$ cat src/rtl/fpu_mul_pipe.sv
// fpu_mul_pipe: 3-stage pipelined floating-point multiplier (unpack / multiply / normalise-round-pack).
// Denormals flush to zero. Define FPU_MUL_RNE_EN for round-to-nearest-even; otherwise the fraction truncates.
module fpu_mul_pipe #(
   parameter int EXP_W = 8,
   parameter int MAN_W = 23,
   parameter int BIAS  = 127
) (
   input  logic                   clk,
   input  logic                   rst,
   input  logic                   in_valid,
   output logic                   in_ready,
   input  logic [EXP_W+MAN_W:0]   a,
   input  logic [EXP_W+MAN_W:0]   b,
   output logic                   out_valid,
   input  logic                   out_ready,
   output logic [EXP_W+MAN_W:0]   result,
   output logic [3:0]             flags
);

   localparam int EW = EXP_W + 2;
   localparam int P  = 2 * MAN_W + 2;
   localparam logic signed [EW-1:0] EXP_MAX  = EW'((1 << EXP_W) - 1);
   localparam logic signed [EW-1:0] EXP_ZERO = '0;

   logic adv;
   assign adv      = !out_valid || out_ready;
   assign in_ready = adv;

   logic               sa, sb;
   logic [EXP_W-1:0]   ea, eb;
   logic [MAN_W-1:0]   fa, fb;
   logic               a_zero, a_inf, a_nan, b_zero, b_inf, b_nan;
   logic signed [EW-1:0] exp_sum;

   assign {sa, ea, fa} = a;
   assign {sb, eb, fb} = b;
   assign a_zero = (ea == '0);
   assign b_zero = (eb == '0);
   assign a_inf  = (ea == '1) && (fa == '0);
   assign b_inf  = (eb == '1) && (fb == '0);
   assign a_nan  = (ea == '1) && (fa != '0);
   assign b_nan  = (eb == '1) && (fb != '0);
   assign exp_sum = EW'(ea) + EW'(eb) - EW'(BIAS);

   logic                 s1_valid, s1_sign, s1_invalid, s1_inf, s1_zero;
   logic signed [EW-1:0] s1_exp;
   logic [MAN_W:0]       s1_ma, s1_mb;

   always_ff @(posedge clk or posedge rst) begin
      if (rst) begin
         s1_valid   <= 1'b0;
         s1_sign    <= 1'b0;
         s1_invalid <= 1'b0;
         s1_inf     <= 1'b0;
         s1_zero    <= 1'b0;
         s1_exp     <= '0;
         s1_ma      <= '0;
         s1_mb      <= '0;
      end else if (adv) begin
         s1_valid   <= in_valid;
         s1_sign    <= sa ^ sb;
         s1_invalid <= a_nan | b_nan | (a_inf & b_zero) | (a_zero & b_inf);
         s1_inf     <= a_inf | b_inf;
         s1_zero    <= a_zero | b_zero;
         s1_exp     <= exp_sum;
         s1_ma      <= {1'b1, fa};
         s1_mb      <= {1'b1, fb};
      end
   end

   logic                 s2_valid, s2_sign, s2_invalid, s2_inf, s2_zero;
   logic signed [EW-1:0] s2_exp;
   logic [P-1:0]         s2_prod;

   always_ff @(posedge clk or posedge rst) begin
      if (rst) begin
         s2_valid   <= 1'b0;
         s2_sign    <= 1'b0;
         s2_invalid <= 1'b0;
         s2_inf     <= 1'b0;
         s2_zero    <= 1'b0;
         s2_exp     <= '0;
         s2_prod    <= '0;
      end else if (adv) begin
         s2_valid   <= s1_valid;
         s2_sign    <= s1_sign;
         s2_invalid <= s1_invalid;
         s2_inf     <= s1_inf;
         s2_zero    <= s1_zero;
         s2_exp     <= s1_exp;
         s2_prod    <= P'(s1_ma) * P'(s1_mb);
      end
   end

   // Product lies in [1,4): its MSB selects a one-bit normalising shift.
   logic [MAN_W-1:0]     frac_n, frac_r;
   logic signed [EW-1:0] exp_n, exp_r;

   assign frac_n = s2_prod[P-1] ? s2_prod[P-2 -: MAN_W] : s2_prod[P-3 -: MAN_W];
   assign exp_n  = s2_prod[P-1] ? s2_exp + EW'(1) : s2_exp;

`ifdef FPU_MUL_RNE_EN
   logic guard, sticky, round_up, carry;
   assign guard    = s2_prod[P-1] ? s2_prod[P-2-MAN_W] : s2_prod[P-3-MAN_W];
   assign sticky   = s2_prod[P-1] ? |s2_prod[P-3-MAN_W:0] : |s2_prod[P-4-MAN_W:0];
   assign round_up = guard & (sticky | frac_n[0]);
   // A carry out leaves frac_r at zero, i.e. mantissa 1.0 one binade up.
   assign {carry, frac_r} = {1'b0, frac_n} + (MAN_W+1)'(round_up);
   assign exp_r = carry ? exp_n + EW'(1) : exp_n;
`else
   logic unused_lsb;
   assign unused_lsb = ^s2_prod[P-3-MAN_W:0];
   assign frac_r     = frac_n;
   assign exp_r      = exp_n;
`endif

   logic [EXP_W+MAN_W:0] res_n;
   logic [3:0]           flg_n;

   always_comb begin
      res_n = {s2_sign, exp_r[EXP_W-1:0], frac_r};
      flg_n = '0;
      if (s2_invalid) begin
         res_n = {1'b0, {EXP_W{1'b1}}, 1'b1, {(MAN_W-1){1'b0}}};
         flg_n = 4'b1000;
      end else if (s2_inf) begin
         res_n = {s2_sign, {EXP_W{1'b1}}, {MAN_W{1'b0}}};
      end else if (s2_zero) begin
         res_n = {s2_sign, {(EXP_W+MAN_W){1'b0}}};
         flg_n = 4'b0001;
      end else if (exp_r >= EXP_MAX) begin
         res_n = {s2_sign, {EXP_W{1'b1}}, {MAN_W{1'b0}}};
         flg_n = 4'b0100;
      end else if (exp_r <= EXP_ZERO) begin
         res_n = {s2_sign, {(EXP_W+MAN_W){1'b0}}};
         flg_n = 4'b0011;
      end
   end

   always_ff @(posedge clk or posedge rst) begin
      if (rst) begin
         out_valid <= 1'b0;
         result    <= '0;
         flags     <= '0;
      end else if (adv) begin
         out_valid <= s2_valid;
         if (s2_valid) begin
            result <= res_n;
            flags  <= flg_n;
         end
      end
   end

endmodule

$ cat config.mk
export PLATFORM = sky130hd
export DESIGN_NAME = fpu_mul_pipe
export DESIGN_NICKNAME = d
export VERILOG_FILES = /design/src/rtl/fpu_mul_pipe.sv
export SDC_FILE = /design/constraint.sdc
export NUM_CORES = 2
export LEC_CHECK = 0
export CAP_MARGIN = 10
export CORE_MARGIN = 2
export CORE_UTILIZATION = 60
export CTS_CLUSTER_SIZE = 8
export DETAILED_ROUTE_END_ITERATION = 16
export PLACE_DENSITY = 0.79
export SLEW_MARGIN = 20
export SYNTH_ARGS = -nofsm -noshare
export SYNTH_HDL_FRONTEND = slang
export SYNTH_SLANG_ARGS = --single-unit
export TNS_END_PERCENT = 20
$ cat constraint.sdc
create_clock -name clk -period 17.75 [get_ports clk]
set_input_delay 3.55 -clock clk [delete_from_list [all_inputs] [get_ports clk]]
set_output_delay 3.55 -clock clk [all_outputs]
set_load 0.03 [all_outputs]
==> results by group <==
Run status
  • Result of the run: completed

Critical path
  • Gate family responsible for the most delay along the worst path: buffers and inverters
  • Signal arrival time at the worst endpoint: roughly 6400 ps
  • Worst Setup End Kind: output pin
  • Buf/Inv on CP: 4
  • Element type at the critical path start: input port
  • Cell seen most often among critical-path stages: sky130_fd_sc_hd__clkdlybuf4s50_1
  • CP Max Fanout: between 90 and 100
  • Delay of the slowest critical-path stage: roughly 770 ps
  • Critical path start-end classification: in2out
  • Worst-path cell chain: clkdlybuf4s50_1 > nor2b_4 > buf_4 > clkinv_2 > clkdlybuf4s50_1
  • Required time worst endpoint: between 10000 and 15000 ps
  • CP max-delay cell: sky130_fd_sc_hd__clkdlybuf4s50_1

Floorplan
  • Site Rows: 73
  • Height of the die: a little over 200 um
  • Initial cell density of the core: 0.611
  • Floorplan die area: about 42000 sq um
  • Count of boundary I/O pins: 106
  • Floorplan die width: between 200 and 250 um
  • Core ar.: roughly 40000 sq um

Yosys
  • Arithmetic-cell share of the synthesized area counting full adders, half adders and majority gates: 0.490
  • Main combinational cell family by area after synthesis: adder cells
  • Synthesized area divided by synthesized cell count: approximately 8.9 sq um
  • Syn_nets: about 3.5k
  • Xor and xnor fraction of the mapped netlist area: 0.0125
  • Share of synthesized area spent on multiplexers: 0.0103
  • Share of the synthesized area in compound gates (AO/OA/AOI/OAI): 0.0462
  • Flop and latch count out of synthesis: about 140
  • Primary flip-flop cell chosen by synthesis mapping: sky130_fd_sc_hd__dfrtp_1
  • Synthesized instance count: roughly 2.7k
  • Count of distinct cell types in the synthesized netlist: 61
  • Warning count from the yosys run: 0
  • FFs w/ async S/R, synth: 1.00
  • Simple-gate area share of the yosys netlist: 0.189
  • EDFF count, synth: 0
  • Area of the mapped netlist: approximately 24000 sq um
  • Register area share after synthesis: 0.142

Clock network
  • Worst skew pair latency: about 430 ps
  • CTS tree: built
  • Clk sinks: between 100 and 150
  • Post-cts repair resize count: 0
  • CTS buffer count: 17
  • Setup bufs post-CTS: 0
  • Root Buffer Master: sky130_fd_sc_hd__clkbuf_16
  • Clock transition at the registers of the reported paths: approximately 70 ps
  • H-tree lvl count: 4
  • Post-cts hold buffer count: 0
  • Number of buffers on the longest clock path: 2

Finish
  • Final antenna diode count: 0
  • Post-route cell area: about 27000 sq um
  • Fillers: 3186
  • Area taken by multi-input logic gates: ~18000 sq um
  • Layout cells sized above 1: 0.0343
  • Area of all sequential standard cells: between 3000 and 4000 sq um
  • Net count of the finished layout: between 3k and 4k
  • Non-filler instance count after layout: around 3.3k
  • Synth-to-layout area growth: 8.35%

Flow run
  • Total of max-cap violations: 0

Timing
  • Unrepaired setup endpoints after global routing: no
  • Crit path time final: 9930 ps
  • Number of setup violations in the final report: 0
  • Pin slew with the least headroom to its limit: 1180 ps
  • Final setup TNS: 0 ps
  • Final setup skew: approximately 8.9 ps
  • Share of the clock period used by the worst path: 0.559
  • Maximum clock rate: roughly 100 MHz
  • Final Hold Slack: roughly 470 ps
  • Final hold vios: 0
  • Number of slew-limit violations in the final report: 0
  • Max-Slew Margin vs Limit: 0.214

Drt
  • Total iterations of the first detailed-routing run: 6
  • Via/cell ratio: approximately 5.6
  • WL/cell: around 19 um
  • Residual antenna-violating net count after detailed routing: 0
  • DRC: 0
  • Detailed-route via count: between 15k and 20k
  • Detailed router's first-iteration violation count: between 1k and 1.5k
  • Total routed wirelength: roughly 61 mm

Global route
  • Grt ovf: 0
  • Global router's overall resource usage: 0.313
  • Global-route wire length before repair: roughly 100 mm
  • Global route hottest layer: met2
  • Largest net degree at the start of global routing: 95
  • Met1 capacity usage during global routing: 0.392
  • Number of global-route vias before repair: 20.7k
  • Global routing usage on met3: 0.0517
  • Initial antenna violation count: 0
  • Fraction of met2 tracks used by global routing: 0.535

Min path
  • Classification of the worst-slack hold path: reg2reg

Place
  • Post-Place Cells: about 3.3k
  • Cell area reported after detailed placement: 25900 sq um
  • Count of buffers inserted at the top-level ports: around 110
  • Gpl congestion: between 0.9 and 1
  • Post-detail-place hpwl: about 46 mm
==> path summary, 6_finish.rpt <==
kind / from / to / slack, ps / depth (start not counted)
setup / recovery: out_ready / in_ready / 7820 / 5
hold / removal: s1_exp[8] / s2_exp[8] / 470 / 2
setup reg to reg: s1_mb[4] / s2_prod[47] / 10140 / 22
hold reg to reg: s1_exp[8] / s2_exp[8] / 470 / 2
max in group asynchronous: rst / s1_mb[7] / 12820 / 3
min in group asynchronous: rst / s1_ma[4] / 3580 / 2
==> kinds of logic after synthesis <==
group	after synthesis
AOI/OAI and AO/OA	175
DFF	139
muxes	25
buffers and inverters	717
and+or+nand+nor	979
xor gates and xnor gates	35
adders and majority gates	668
==> final cells by class <==
class / count / area share
clock buffers: 17 / 0.0161
well taps: 525 / 0.0248
multi-input cells: 1882 / 0.690
inverters: 580 / 0.0824
flip-flops and latches: 139 / 0.132
repair buffers: 137 / 0.0487
clock inverters: 15 / 0.00604
==> cell usage after synthesis, drive strengths merged, types with 2 or more instances <==
library cell | number | area, sq um
a21boi | 3 | 30.0
a21o | 11 | 83.8
and2 | 284 | 1780
xor2 | 10 | 87.6
o211ai | 4 | 30.0
o31ai | 8 | 70.1
o21a | 4 | 30.0
a31o | 2 | 17.5
nand4 | 16 | 106
or4 | 2 | 15.0
a21oi | 48 | 252
buf | 5 | 25.0
dfrtp | 139 | 3480
nor4 | 18 | 125
mux2i | 24 | 240
o2111ai | 3 | 26.3
nand2b | 3 | 18.8
nor3b | 3 | 38.8
o21ai | 53 | 265
nand3b | 2 | 15.0
nor2b | 3 | 18.8
clkbuf | 132 | 495
and3 | 3 | 18.8
or3 | 4 | 25.0
nor4b | 2 | 17.5
o21bai | 10 | 75.1
fa | 482 | 9650
a221oi | 3 | 32.5
a211oi | 15 | 128
xnor2 | 25 | 219
a31oi | 6 | 37.5
nor2 | 58 | 218
nand3 | 11 | 55.1
nor3 | 14 | 70.1
ha | 186 | 2330
inv | 580 | 2180
nand2 | 554 | 2080
==> worst reg2reg max path: stages (launching register included) <==
cell and delay [ps]:
sky130_fd_sc_hd__dfrtp_1 1070, sky130_fd_sc_hd__nand2_1 200, sky130_fd_sc_hd__fa_1 560, sky130_fd_sc_hd__inv_1 50, sky130_fd_sc_hd__fa_1 480, sky130_fd_sc_hd__inv_1 60, sky130_fd_sc_hd__fa_1 500, sky130_fd_sc_hd__fa_1 520
sky130_fd_sc_hd__inv_1 60, sky130_fd_sc_hd__fa_1 500, sky130_fd_sc_hd__fa_1 510, sky130_fd_sc_hd__inv_1 60, sky130_fd_sc_hd__fa_1 480, sky130_fd_sc_hd__inv_1 40, sky130_fd_sc_hd__ha_1 320, sky130_fd_sc_hd__a21o_1 200
sky130_fd_sc_hd__a21o_2 210, sky130_fd_sc_hd__a21oi_1 190, sky130_fd_sc_hd__o2111ai_1 230, sky130_fd_sc_hd__a41oi_2 540, sky130_fd_sc_hd__o31ai_2 220, sky130_fd_sc_hd__a2111o_1 380, sky130_fd_sc_hd__and3_1 150
==> cells in the final DEF (no fill, tap or decap), types with 33 or more instances in the layout <==
cell and n:
sky130_fd_sc_hd__ha_1 186, sky130_fd_sc_hd__a21oi_1 47, sky130_fd_sc_hd__and2_1 283, sky130_fd_sc_hd__inv_1 578, sky130_fd_sc_hd__nand2_1 554, sky130_fd_sc_hd__clkdlybuf4s50_1 105, sky130_fd_sc_hd__nor2_1 58, sky130_fd_sc_hd__dfrtp_1 132
sky130_fd_sc_hd__fa_1 482, sky130_fd_sc_hd__o21ai_0 33
==> layer usage <==
layer  wire length [um]  vias to the layer above
met3               4980                      219
met4               2940                        0
li1                   -                     8147
met2              30400                      820
met5                  0                        -
met1              23000                     9398
==> registers in the layout, indices dropped and copies added (netlist names) <==
name,cells
s1_sign,1
s1_exp,10
s2_sign,1
s1_invalid,1
s1_ma,24
s1_valid,1
s2_zero,1
s1_inf,1
s1_zero,1
s2_valid,1
flags,4
s2_exp,10
out_valid,1
result,32
s2_invalid,1
s1_mb,23
s2_prod,25
s2_inf,1
==> metrics by stage <==
stage,utilization,setup WS (ps)
after CTS,0.662,7850
after detailed placement,0.648,7850
after floorplan,-,9730
after global routing,0.662,7640
after global placement,0.647,7870
final,0.662,7820
Power is not shown: default switching activity piles up to over one toggle a cycle in this logic, so the estimate is an artifact.
